$ cat src/rtl/mips_pkg.sv
// Shared types and constants for the multiply/divide unit.
package mips_pkg;

  localparam int unsigned WIDTH = 32;

  typedef enum logic [1:0] {
    MD_MULT  = 2'b00,
    MD_MULTU = 2'b01,
    MD_DIV   = 2'b10,
    MD_DIVU  = 2'b11
  } mdOp_t;

  typedef enum logic [1:0] {
    MD_IDLE = 2'd0,
    MD_CALC = 2'd1,
    MD_FIX  = 2'd2
  } mdState_t;

  // Divide ops share op[1]; signed ops have op[0] clear.
  function automatic logic isDivOp(input mdOp_t op);
    return op[1];
  endfunction

  function automatic logic isSignedOp(input mdOp_t op);
    return ~op[0];
  endfunction

endpackage

$ cat src/rtl/mult_div_unit_if.sv
// Execute-stage request/response bundle for the multiply/divide unit.
interface mult_div_unit_if;
  import mips_pkg::*;

  logic             start;
  logic [1:0]       op;
  logic [WIDTH-1:0] rs_data;
  logic [WIDTH-1:0] rt_data;
  logic             hi_we;
  logic             lo_we;
  logic [WIDTH-1:0] wdata;
  logic             busy;
  logic             done;
  logic [WIDTH-1:0] hi;
  logic [WIDTH-1:0] lo;

  modport master (
    output start, op, rs_data, rt_data, hi_we, lo_we, wdata,
    input  busy, done, hi, lo
  );

  modport slave (
    input  start, op, rs_data, rt_data, hi_we, lo_we, wdata,
    output busy, done, hi, lo
  );

endinterface

$ cat src/rtl/md_abs_neg.sv
// Combinational conditional two's-complement negate.
module md_abs_neg #(
  parameter int unsigned W = 64
) (
  input  logic [W-1:0] value,
  input  logic         negate,
  output logic [W-1:0] result_c
);

  assign result_c = negate ? W'(~value + W'(1)) : value;

endmodule

$ cat src/rtl/mult_div_unit.sv
// Iterative MULT/MULTU/DIV/DIVU unit holding the architectural HI/LO registers.
module mult_div_unit #(
  parameter int unsigned WIDTH = mips_pkg::WIDTH,
  parameter int unsigned ITER  = 32
) (
  input  logic          clk,
  input  logic          rst,
  mult_div_unit_if.slave bus
);
  import mips_pkg::*;

  localparam int unsigned CNT_W  = $clog2(ITER);
  localparam int unsigned PROD_W = 2 * WIDTH;

  mdState_t         state, stateNext;
  logic [CNT_W-1:0] count;
  mdOp_t            opReg;
  logic             signA, signB, divZero;
  logic [WIDTH-1:0] origA, operand, accHi, accLo;
  logic [WIDTH-1:0] hiReg, loReg;
  logic             busyReg, doneReg, busyNext, doneNext;

  mdOp_t            opIn;
  logic             inSigned, lastStep;
  logic [WIDTH-1:0] absA, absB;

  assign opIn     = mdOp_t'(bus.op);
  assign inSigned = isSignedOp(opIn);
  assign lastStep = (count == CNT_W'(ITER - 1));

  // Operand magnitudes for signed ops; unsigned ops pass through.
  md_abs_neg #(.W(WIDTH)) uAbsA (
    .value(bus.rs_data), .negate(inSigned & bus.rs_data[WIDTH-1]), .result_c(absA)
  );
  md_abs_neg #(.W(WIDTH)) uAbsB (
    .value(bus.rt_data), .negate(inSigned & bus.rt_data[WIDTH-1]), .result_c(absB)
  );

  // One iteration step: shift-add for multiply, restoring shift-subtract for divide.
  logic [WIDTH:0] mulSum, divShift, divDiff;
  assign mulSum   = {1'b0, accHi} + (accLo[0] ? {1'b0, operand} : {(WIDTH+1){1'b0}});
  assign divShift = {accHi, accLo[WIDTH-1]};
  assign divDiff  = divShift - {1'b0, operand};

  // Sign correction; sign flags are zero for unsigned ops so no op check is needed.
  logic [PROD_W-1:0] prodFix;
  logic [WIDTH-1:0]  quoFix, remFix;
  md_abs_neg #(.W(PROD_W)) uFixProd (
    .value({accHi, accLo}), .negate(signA ^ signB), .result_c(prodFix)
  );
  md_abs_neg #(.W(WIDTH)) uFixQuo (
    .value(accLo), .negate(signA ^ signB), .result_c(quoFix)
  );
  md_abs_neg #(.W(WIDTH)) uFixRem (
    .value(accHi), .negate(signA), .result_c(remFix)
  );

  // State register and registered handshake outputs.
  always_ff @(posedge clk) begin
    if (rst) begin
      state   <= MD_IDLE;
      busyReg <= 1'b0;
      doneReg <= 1'b0;
    end else begin
      state   <= stateNext;
      busyReg <= busyNext;
      doneReg <= doneNext;
    end
  end

  // Next-state logic.
  always_comb begin
    stateNext = state;
    case (state)
      MD_IDLE: if (bus.start) stateNext = MD_CALC;
      MD_CALC: if (lastStep)  stateNext = MD_FIX;
      MD_FIX:  stateNext = MD_IDLE;
      default: stateNext = MD_IDLE;
    endcase
  end

  // Handshake outputs, registered one cycle later to line up with the state.
  always_comb begin
    busyNext = 1'b0;
    doneNext = 1'b0;
    busyNext = (stateNext != MD_IDLE);
    doneNext = (state == MD_FIX);
  end

  // Operand latch, iteration datapath, counter and HI/LO update.
  always_ff @(posedge clk) begin
    if (rst) begin
      count   <= '0;
      opReg   <= MD_MULT;
      signA   <= 1'b0;
      signB   <= 1'b0;
      divZero <= 1'b0;
      origA   <= '0;
      operand <= '0;
      accHi   <= '0;
      accLo   <= '0;
      hiReg   <= '0;
      loReg   <= '0;
    end else begin
      case (state)
        MD_IDLE: begin
          if (bus.start) begin
            opReg   <= opIn;
            signA   <= inSigned & bus.rs_data[WIDTH-1];
            signB   <= inSigned & bus.rt_data[WIDTH-1];
            divZero <= isDivOp(opIn) && (bus.rt_data == '0);
            origA   <= bus.rs_data;
            accHi   <= '0;
            count   <= '0;
            if (isDivOp(opIn)) begin
              accLo   <= absA;
              operand <= absB;
            end else begin
              accLo   <= absB;
              operand <= absA;
            end
          end else begin
            if (bus.hi_we) hiReg <= bus.wdata;
            if (bus.lo_we) loReg <= bus.wdata;
          end
        end
        MD_CALC: begin
          count <= count + CNT_W'(1);
          if (isDivOp(opReg)) begin
            if (!divDiff[WIDTH]) begin
              accHi <= divDiff[WIDTH-1:0];
              accLo <= {accLo[WIDTH-2:0], 1'b1};
            end else begin
              accHi <= divShift[WIDTH-1:0];
              accLo <= {accLo[WIDTH-2:0], 1'b0};
            end
          end else begin
            accHi <= mulSum[WIDTH:1];
            accLo <= {mulSum[0], accLo[WIDTH-1:1]};
          end
        end
        MD_FIX: begin
          count <= '0;
          if (!isDivOp(opReg)) begin
            {hiReg, loReg} <= prodFix;
          end else if (divZero) begin
            hiReg <= origA;
            loReg <= '1;
          end else begin
            hiReg <= remFix;
            loReg <= quoFix;
          end
        end
        default: ;
      endcase
    end
  end

  assign bus.busy = busyReg;
  assign bus.done = doneReg;
  assign bus.hi   = hiReg;
  assign bus.lo   = loReg;

endmodule

$ cat src/flat_wrapper.sv
// flat-port wrapper written by rule: the top's interface ports become plain ports
module mult_div_unit_flat import mips_pkg::*;
#(
  parameter int unsigned WIDTH = mips_pkg::WIDTH,
  parameter int unsigned ITER  = 32
)
  (clk, rst, bus_start, bus_op, bus_rs_data, bus_rt_data, bus_hi_we, bus_lo_we, bus_wdata, bus_busy, bus_done, bus_hi, bus_lo);
  mult_div_unit_if bus_i ();
  input  logic clk;
  input  logic rst;
  input wire logic [$bits(bus_i.start)-1:0] bus_start;
  input wire logic [$bits(bus_i.op)-1:0] bus_op;
  input wire logic [$bits(bus_i.rs_data)-1:0] bus_rs_data;
  input wire logic [$bits(bus_i.rt_data)-1:0] bus_rt_data;
  input wire logic [$bits(bus_i.hi_we)-1:0] bus_hi_we;
  input wire logic [$bits(bus_i.lo_we)-1:0] bus_lo_we;
  input wire logic [$bits(bus_i.wdata)-1:0] bus_wdata;
  output wire logic [$bits(bus_i.busy)-1:0] bus_busy;
  output wire logic [$bits(bus_i.done)-1:0] bus_done;
  output wire logic [$bits(bus_i.hi)-1:0] bus_hi;
  output wire logic [$bits(bus_i.lo)-1:0] bus_lo;
  assign bus_i.start = bus_start;
  assign bus_i.op = bus_op;
  assign bus_i.rs_data = bus_rs_data;
  assign bus_i.rt_data = bus_rt_data;
  assign bus_i.hi_we = bus_hi_we;
  assign bus_i.lo_we = bus_lo_we;
  assign bus_i.wdata = bus_wdata;
  assign bus_busy = bus_i.busy;
  assign bus_done = bus_i.done;
  assign bus_hi = bus_i.hi;
  assign bus_lo = bus_i.lo;
  mult_div_unit #(.WIDTH(WIDTH), .ITER(ITER)) u_core (.clk(clk), .rst(rst), .bus(bus_i));
endmodule
$ cat config.mk
export PLATFORM = sky130hd
export DESIGN_NAME = mult_div_unit_flat
export DESIGN_NICKNAME = d
export VERILOG_FILES = /design/src/rtl/mips_pkg.sv /design/src/rtl/mult_div_unit_if.sv /design/src/rtl/md_abs_neg.sv /design/src/rtl/mult_div_unit.sv /design/src/flat_wrapper.sv
export SDC_FILE = /design/constraint.sdc
export NUM_CORES = 1
export LEC_CHECK = 0
export CORE_MARGIN = 2
export CORE_UTILIZATION = 25
export CTS_CLUSTER_DIAMETER = 150
export DETAILED_ROUTE_END_ITERATION = 7
export MAX_ROUTING_LAYER = met4
export PLACE_DENSITY_LB_ADDON = 0.1
export SYNTH_ARGS = -nofsm -noshare
export SYNTH_HDL_FRONTEND = slang
export SYNTH_SLANG_ARGS = --single-unit
$ cat constraint.sdc
create_clock -name clk -period 4.7 [get_ports clk]
set_input_delay 0.705 -clock clk [delete_from_list [all_inputs] [get_ports clk]]
set_output_delay 0.705 -clock clk [all_outputs]
set_load 0.01 [all_outputs]
==> results.yml, run 1 <==
outcome:
  status: "completed"
floorplanning:
  fp-row-count: 94
  fp.dieH_um: 262
  die_area_mm2: 0.0687
  initial_core_util: 0.253
  pin_count: 169
  core-area_mm2: 0.0659
  die_x_um: 262
detailed_routing:
  vias: 18000
  wirelength_mm: 81.7
  first_pass_iters: 5
  drcViolationCount: 0
  drt-initial-drc-count: 1450
  ant_nets: 0
  viasPerCell: 5.46
  routedWlPerCell_um: 24.8
pwr:
  cellInternalPower_uw: 3750
  cellLeakagePower_uw: 0.00753
  irDropWorstVdd_v: 0.000276
  p_sw_uw: 1990
  combPwrFrac: 0.274
  clock_power_share: 0.385
  power_density_mw_per_mm2: 283
  switching_share: 0.347
  seq_power_share: 0.341
placement:
  dp.cells: 3249
  dp_hpwl_mm: 64.8
  place_congestion: 0.927
  io_buffers: 168
synth:
  synthArstFlopShare: 0
  synth_fp_nets: 2495
  yosysSeqAreaShare: 0.246
  yosysMostFrequentCell: "nand2_1"
  dominantRegCellSynth: "dfxtp_1"
  yosysUniqueCellTypes: 83
  synth_warnings: 0
  synth.area.top_cells: "dfxtp_1 25%, a21oi_1 8.0%, nand2_1 6.8%"
  yosys.area.top_type: "dfxtp_1"
  synth.top_cell.area_share: 0.246
  netlist_area_mm2: 0.0167
  synth_common_cells: "300 x nand2_1, 265 x a21oi_1, 216 x nor2_1, 205 x dfxtp_1, 176 x o21ai_0"
  synth_area_per_cell_um2: 7.18
  yosys_register_bits: 205
  synthCells: 2320
  synth_edf_count: 0
sta:
  period_needed_ns: 4.03
  rsz0062_at_grt: "no"
  min_period_over_period: 0.856
  fin_skew_ns: 0.0176
  fmax_ghz: 0.248
  setup_viol: 0
  hold_violations: 0
  holdWs_ns: 0.449
  slew_headroom: 0.132
  worst_pin_slew_ns: 1.27
  final.setup.tns_ns: 0
  slew_viol_final: 0
worst_setup_path:
  crit_path_start_kind: "flip-flop"
  cp.required_ns: 5.12
  rrSetupSlack_ns: 0.67
  cp.arrival_ns: 4.44
  path_class: "reg -> reg"
  cp_max_fo: 7
  end_kind: "flip-flop"
worst_hold_path:
  hold_class: "reg -> reg"
finish:
  drive_gt1_frac: 0.0727
  finalNonFillerCells: 3297
  diodes: 0
  nets: 2590
  syn2layout_area_growth_pct: 21.6
  final_util: 0.308
grt:
  gr-total-overflow: 0
  grt_pass1_vias: 17200
  grtUsageTotal: 0.239
  antenna_found_initial: 2
  grt_pass1_wl_mm: 118
  grt_max_degree: 67
run:
  cap_violations: 0
clocking:
  clock_sinks: 205
  numCtsBuffers: 28
  root_buffer: "clkbuf_16"
  holdBufCountCts: 0
  worst_skew_pair.late_latency_ns: 0.58
  cts_max_level: 1
  cts_buffer_depth: 3
  cts_repair_resize_count: 0
  cts_tree: "yes"
  post_cts_buffers: 0
  clkTransAtPathRegs_ns: 0.06
[worst paths after layout]
check	start	to	depth (start not counted)
min	u_core.operand[23]	u_core.operand[23]	2
max reg2reg	u_core.accHi[1]	u_core.bus.hi[28]	11
max	u_core.accHi[1]	u_core.bus.hi[28]	11
min reg2reg	u_core.operand[23]	u_core.operand[23]	2
[kinds of logic (layout without fill, tap and decap cells)]
| kind of cell | count (synthesis) | in the layout | synth area share |
|---|---|---|---|
| multiplexers | 69 | 69 | 0.0424 |
| AO/OA/AOI/OAI | 771 | 771 | 0.290 |
| XOR/XNOR | 180 | 180 | 0.0946 |
| AND/OR/NAND/NOR | 783 | 783 | 0.216 |
| flip-flops | 205 | 205 | 0.246 |
| adder cells (fa/ha/maj) | 72 | 72 | 0.0550 |
| buffers and inverters | 240 | 353 | 0.0559 |
[power groups by stage]
stage	Sequential [µW]	Clock, µW	Combinational (µW)
after floorplan	1940	0	924
final	1960	2210	1570
after CTS	1960	2260	1570
after global routing	1970	2300	1700
after detailed placement	1990	0	1560
after global placement	1990	0	1560
[flip-flops by register name, indices dropped and copies added (netlist names)]
| register | flops |
|---|---|
| u_core.accHi | 32 |
| u_core.accLo | 32 |
| u_core.bus.hi | 32 |
| u_core.bus.lo | 32 |
| u_core.operand | 32 |
| u_core.origA | 32 |
| u_core.count | 5 |
| u_core.state | 2 |
| u_core.bus.busy | 1 |
| u_core.bus.done | 1 |
| u_core.divZero | 1 |
| u_core.opReg | 1 |
| u_core.signA | 1 |
| u_core.signB | 1 |
[placed cells by master (no fill, tap or decap), types with 7 or more instances in the layout]
cell type and instances:
o31ai_1 27, or2_2 15, o21ai_0 176, nand2b_1 18, o22ai_1 15, ha_1 70, dfxtp_1 203, a211oi_1 51
nor3_1 43, nor2b_1 11, or3_1 25, mux2i_1 57, buf_4 71, clkbuf_16 28, nand4_1 11, and2_1 8
nand2_1 300, a21oi_1 265, a2111oi_0 9, xnor2_1 95, clkdlybuf4s50_1 166, or4_1 21, inv_1 64, xor2_1 83
o21bai_1 7, a221oi_1 8, o41ai_1 12, a21o_1 24, a22oi_1 27, o211ai_1 30, o221ai_1 40, nor2_1 211
and3_1 21, a31oi_1 16, o21a_1 9, mux2_2 12, nand3_1 43, nor4_1 16
[layout make-up]
cell class	instances	area (µm²)
multi-input cells	1875	11700
well taps	864	1080
clock buffers	39	792
flip-flops and latches	205	4110
clock inverters	9	135
inverters	66	248
repair buffers	239	2210
fillers	7196	45600
[worst max-delay path: stages (launching register included)]
cell,delay (ns)
dfxtp_1,0.37
inv_1,0.23
ha_1,0.31
or3b_1,0.47
or4_1,0.64
or4_1,0.69
nor2_1,0.22
nand2_1,0.08
a221oi_1,0.34
a311oi_1,0.13
a211oi_1,0.29
nor3_1,0.09
[metrics by stage]
step | total power (µW) | instance area (µm²) | worst slack [ns]
2_1_floorplan | 2870 | 16700 | 1.05
3_3_place_gp | 3550 | 19300 | 0.783
3_5_place_dp | 3550 | 19300 | 0.784
4_1_cts | 5780 | 20300 | 0.763
5_1_grt | 5970 | 20300 | 0.471
6_report | 5740 | 20300 | 0.675
[metal layers]
layer | track usage | vias to the layer above | routed length, µm
li1 | - | 8592 | -
met1 | 0.338 | 8829 | 40000
met2 | 0.367 | 493 | 36400
met3 | 0.0258 | 80 | 3810
met4 | 0.0433 | 0 | 1440
met5 | - | - | 0
(Power assumes the default switching activity.)
==> run 2, diff against run 1 <==
--- a/config.mk
+++ b/config.mk
@@ -7,10 +7,12 @@
 export LEC_CHECK = 0
 export CORE_MARGIN = 2
 export CORE_UTILIZATION = 25
+export CTS_BUF_LIST = sky130_fd_sc_hd__clkbuf_8
 export CTS_CLUSTER_DIAMETER = 150
 export DETAILED_ROUTE_END_ITERATION = 7
 export MAX_ROUTING_LAYER = met4
 export PLACE_DENSITY_LB_ADDON = 0.1
+export SLEW_MARGIN = 20
 export SYNTH_ARGS = -nofsm -noshare
 export SYNTH_HDL_FRONTEND = slang
 export SYNTH_SLANG_ARGS = --single-unit
==> run 2 against run 1 <==
Against the previous run: sequential power about the same; critical path type unchanged; cell count up 0.85%; design area about the same; critical path depth unchanged; worst setup slack better by 0.030 ns; largest cell class unchanged.
==> results.yml, run 2 (same netlist as run 1, synthesis figures left out) <==
grt:
  grtUsageTotal: 0.240
  grt_max_degree: 67
  grt_pass1_wl_mm: 119
  antenna_found_initial: 2
  grt_pass1_vias: 17300
  gr-total-overflow: 0
detailed_routing:
  wirelength_mm: 82.1
  first_pass_iters: 5
  ant_nets: 0
  viasPerCell: 5.48
  drt-initial-drc-count: 1439
  vias: 18200
  routedWlPerCell_um: 24.7
  drcViolationCount: 0
worst_setup_path:
  end_kind: "flip-flop"
  path_delay_family: "simple AND/OR/NAND/NOR gates"
  cp.arrival_ns: 4.46
  cp-endpoint: "u_core.bus.hi[28]"
  crit_path_top_delay_cell: "or4_1"
  critical-path-max-stage-delay_ns: 0.70
  cp_common_cell: "or4_1"
  cp.required_ns: 5.17
  cp_max_fo: 7
  crit_start: "u_core.accHi[1]"
  crit_cells: 11
  worst_r2r_startpoint: "u_core.accHi[1]"
  crit_buf_inv: 1
  r2r-end: "u_core.bus.hi[28]"
  path_cells: "inv_1 -> ha_1 -> or3b_1 -> or4_1 -> or4_1 -> nor2_1 -> nand2_1 -> a221oi_1 -> a311oi_1 -> a211oi_1 -> nor3_1"
  reg2reg_depth: 11
  rrSetupSlack_ns: 0.71
  path_class: "reg -> reg"
  crit_path_start_kind: "flip-flop"
sta:
  fmax_ghz: 0.250
  slew_headroom: 0.336
  holdWs_ns: 0.450
  period_needed_ns: 3.99
  worst_pin_slew_ns: 0.996
  fin_skew_ns: 0.0340
  min_period_over_period: 0.850
  setup_viol: 0
  slew_viol_final: 0
  hold_violations: 0
  rsz0062_at_grt: "no"
  final.setup.tns_ns: 0
placement:
  dp_hpwl_mm: 64.8
  place_congestion: 0.927
  io_buffers: 168
floorplanning:
  pin_count: 169
  fp-row-count: 94
  die_area_mm2: 0.0687
  initial_core_util: 0.253
  core-area_mm2: 0.0659
  die_x_um: 262
  fp.dieH_um: 262
finish:
  layout_commonest_cell: "nand2_1"
  seq_area_mm2: 0.00411
  syn2layout_area_growth_pct: 21.6
  fill_cells: 7208
  drive_gt1_frac: 0.0809
  nets: 2605
  most-common-layout-cells: "300 x nand2_1, 265 x a21oi_1, 211 x nor2_1, 203 x dfxtp_1, 176 x o21ai_0"
  multiInputGateArea_mm2: 0.0117
clocking:
  post_cts_buffers: 0
  cts_repair_resize_count: 0
  holdBufCountCts: 0
  worst_skew_pair.late_latency_ns: 0.63
  root_buffer: "clkbuf_8"
  cts_buffer_depth: 3
  cts_max_level: 2
  numCtsBuffers: 43
  cts_tree: "yes"
  clock_sinks: 205
  clkTransAtPathRegs_ns: 0.05
run:
  cap_violations: 0
pwr:
  combPwrFrac: 0.281
  seq_power_share: 0.349
  switching_share: 0.359
  clock_power_share: 0.370
  irDropWorstVdd_v: 0.000150
  p_sw_uw: 2010
  cellInternalPower_uw: 3600
  cellLeakagePower_uw: 0.00759
  power_density_mw_per_mm2: 277
worst_hold_path:
  hold_class: "reg -> reg"
outcome:
  status: "completed"
## run 2: worst min-delay path by stage
| stage | start | to | slack, ns | cells after the start |
|---|---|---|---|---|
| after detailed placement | u_core.operand[20] | u_core.operand[20] | 0.45 | 2 |
| final | u_core.operand[23] | u_core.operand[23] | 0.45 | 2 |
| after floorplan | u_core.operand[25] | u_core.operand[25] | 0.43 | 2 |
| after global placement | u_core.bus.lo[29] | u_core.bus.lo[29] | 0.44 | 2 |
| after global routing | u_core.bus.lo[28] | u_core.bus.lo[28] | 0.47 | 2 |
| after CTS | u_core.operand[20] | u_core.operand[20] | 0.45 | 2 |
## run 2: final cells by class
class	instances	share of cell area
repair buffers	239	0.109
inverters	66	0.0122
clock inverters	19	0.00735
diodes	1	0.000123
flip-flops and latches	205	0.203
multi-input cells	1875	0.577
well taps	864	0.0533
clock buffers	56	0.0380
## run 2: stage by stage
stage	util	instances	worst slack (ns)	total power, µW	cell area [µm²]
2_1_floorplan	-	2320	1.05	2870	16700
4_1_cts	0.308	3324	0.765	5660	20300
5_1_grt	0.308	3325	0.459	5870	20300
3_5_place_dp	0.294	3249	0.784	3550	19300
3_3_place_gp	0.294	3249	0.783	3550	19300
6_report	0.308	3325	0.705	5610	20300
## run 2: power by group through the flow
| stage | Clock (µW) | Combinational [µW] | Sequential, µW |
|---|---|---|---|
| 3_5_place_dp | 0 | 1560 | 1990 |
| 4_1_cts | 2140 | 1570 | 1960 |
| 3_3_place_gp | 0 | 1560 | 1990 |
| 6_report | 2080 | 1580 | 1960 |
| 5_1_grt | 2200 | 1700 | 1970 |
| 2_1_floorplan | 0 | 924 | 1940 |
## run 2: worst reg2reg max path: cells and delay by family, from the launching register on
kind / cells / cell delay, ns
and+or+nand+nor: 6 / 2.20
AOI/OAI and AO/OA: 3 / 0.74
DFF: 1 / 0.37
adders and majority gates: 1 / 0.31
buffers and inverters: 1 / 0.23
## run 2: metal layers
layer | track usage | share of wire | vias up
met4 | 0.0512 | 0.017 | 0
met1 | 0.340 | 0.48 | 8943
li1 | - | - | 8630
met3 | 0.0267 | 0.052 | 83
met2 | 0.367 | 0.45 | 562
met5 | - | 0 | -
==> run 3, diff against run 2 <==
==> constraint.sdc (replaced) <==
create_clock -name clk -period 3.6 [get_ports clk]
set_input_delay 0.54 -clock clk [delete_from_list [all_inputs] [get_ports clk]]
set_output_delay 0.54 -clock clk [all_outputs]
set_load 0.01 [all_outputs]
==> run 3 against run 2 <==
Against the previous run: clock-buffer cell count is 1 lower; non-clock buffer count increased by 152; clock power increased by 30%; register-to-register slack worse by 0.59 ns; largest cell class unchanged; highest routed layer unchanged.
==> results.yml, run 3 (same netlist as run 1, synthesis figures left out) <==
finish:
  nets: 2757
  syn2layout_area_growth_pct: 29.6
  layout_commonest_cell: "nand2_1"
  design_area_mm2: 0.0216
  finalNonFillerCells: 3481
  drive_gt1_frac: 0.143
  most-common-layout-cells: "300 x nand2_1, 262 x a21oi_1, 217 x buf_4, 210 x nor2_1, 202 x dfxtp_1"
pwr:
  cellLeakagePower_uw: 0.00839
  power_density_mw_per_mm2: 346
  irDropWorstVdd_v: 0.000244
sta:
  rsz0062_at_grt: "yes"
  worst_pin_slew_ns: 1.00
  min_period_over_period: 0.969
  slew_viol_final: 0
  fmax_ghz: 0.287
  setup_viol: 0
  hold_violations: 0
  fin_skew_ns: 0.0385
  period_needed_ns: 3.49
  slew_headroom: 0.331
worst_setup_path:
  path_cells: "or4_1 -> or4_4 -> or3_4 -> or3_4 -> or2_1 -> o21ai_1 -> xor2_1 -> a2111oi_2"
  cp_max_fo: 10
  worst_r2r_startpoint: "u_core.accLo[20]"
  path_class: "reg -> reg"
  critical-path-max-stage-delay_ns: 0.62
  cp_common_cell: "or3_4"
  r2r-end: "u_core.bus.hi[17]"
  reg2reg_depth: 8
  end_kind: "flip-flop"
  cp.arrival_ns: 3.99
  cp.required_ns: 4.10
  rrSetupSlack_ns: 0.11
  crit_path_top_delay_cell: "or4_1"
  crit_path_start_kind: "flip-flop"
clocking:
  clock_sinks: 205
  clkTransAtPathRegs_ns: 0.06
  holdBufCountCts: 0
  worst_skew_pair.late_latency_ns: 0.64
  cts_buffer_depth: 3
  numCtsBuffers: 43
  root_buffer: "clkbuf_8"
  cts_max_level: 2
  cts_tree: "yes"
floorplanning:
  die_area_mm2: 0.0687
  core-area_mm2: 0.0659
  fp-row-count: 94
  die_x_um: 262
  pin_count: 169
  fp.dieH_um: 262
  initial_core_util: 0.253
grt:
  use_met3: 0.0357
  grt_max_degree: 70
  gr-total-overflow: 0
  grt_pass1_wl_mm: 122
  use_met2: 0.368
  top_usage_layer: "met2"
  met1_usage: 0.344
  grtUsageTotal: 0.245
  grt_pass1_vias: 18000
  antenna_found_initial: 4
detailed_routing:
  drcViolationCount: 0
  vias: 18900
  drt-initial-drc-count: 1579
  ant_nets: 0
  routedWlPerCell_um: 24.1
  first_pass_iters: 7
  wirelength_mm: 84.0
  viasPerCell: 5.44
worst_hold_path:
  hold_class: "in -> reg"
  hold_depth: 2
  holdPathEnd: "u_core.accLo[27]"
  hp-start: "rst"
placement:
  place_area_mm2: 0.0205
  io_buffers: 168
  place_congestion: 0.942
  dp.cells: 3399
  dp_hpwl_mm: 66.6
run:
  cap_violations: 0
outcome:
  status: "completed"
-- run 3: routing by layer --
| layer | wire, µm | part of all wire |
|---|---|---|
| met5 | 0 | 0 |
| met4 | 1880 | 0.022 |
| met3 | 4520 | 0.054 |
| met2 | 37000 | 0.44 |
| met1 | 40700 | 0.48 |
-- run 3: repair_timing --
action                     CTS  global route
setup buffers                0             2
setup endpoints to repair    8            28
pin swaps                    0             4
resized for setup            4            28
-- run 3: report_power, final --
part | internal (µW) | leakage, µW | switching [µW]
clock network | 1460 | 0.000517 | 1230
logic | 883 | 0.00619 | 1350
registers | 2400 | 0.00168 | 132
-- run 3: cell type report --
cell class	count	area [µm²]
fillers	7174	44300
multi-input cells	1875	11800
flip-flops and latches	205	4110
repair buffers	391	3430
well taps	864	1080
clock buffers	55	757
inverters	66	250
clock inverters	23	151
diodes	2	5.00
-- run 3: worst max-delay path by stage --
stage                       from           endpoint  slack, ns  cells past startpoint
2_1_floorplan    u_core.accLo[0]   u_core.accHi[29]       0.05                     14
3_3_place_gp    u_core.accLo[18]  u_core.bus.hi[17]      -0.08                      8
3_5_place_dp   u_core.operand[0]   u_core.accHi[30]      -0.04                     14
4_1_cts          u_core.accLo[0]   u_core.accHi[27]       0.02                     17
5_1_grt          u_core.accLo[0]   u_core.accHi[27]      -0.01                     16
6_report        u_core.accLo[20]  u_core.bus.hi[17]       0.11                      8
-- run 3: worst max-delay path: cells and delay by family, from the launching register on --
family	cells	cell delay (ns)
simple gates	5	2.34
compound gates	2	0.59
flops	1	0.31
xor+xnor	1	0.11
-- run 3: per-stage QoR --
| step | hold WS [ns] | setup TNS (ns) | worst slack (ns) | total power (µW) | util |
|---|---|---|---|---|---|
| final | 0.324 | 0 | 0.113 | 7460 | 0.328 |
| after global routing | 0.304 | -0.0132 | -0.0132 | 7810 | 0.328 |
| after CTS | 0.281 | 0 | 0.0162 | 7500 | 0.326 |
| after detailed placement | 0.443 | -0.132 | -0.0376 | 4760 | 0.312 |
| after global placement | 0.446 | -0.266 | -0.0789 | 4760 | 0.312 |
| after floorplan | 0.432 | 0 | 0.0530 | 3740 | - |
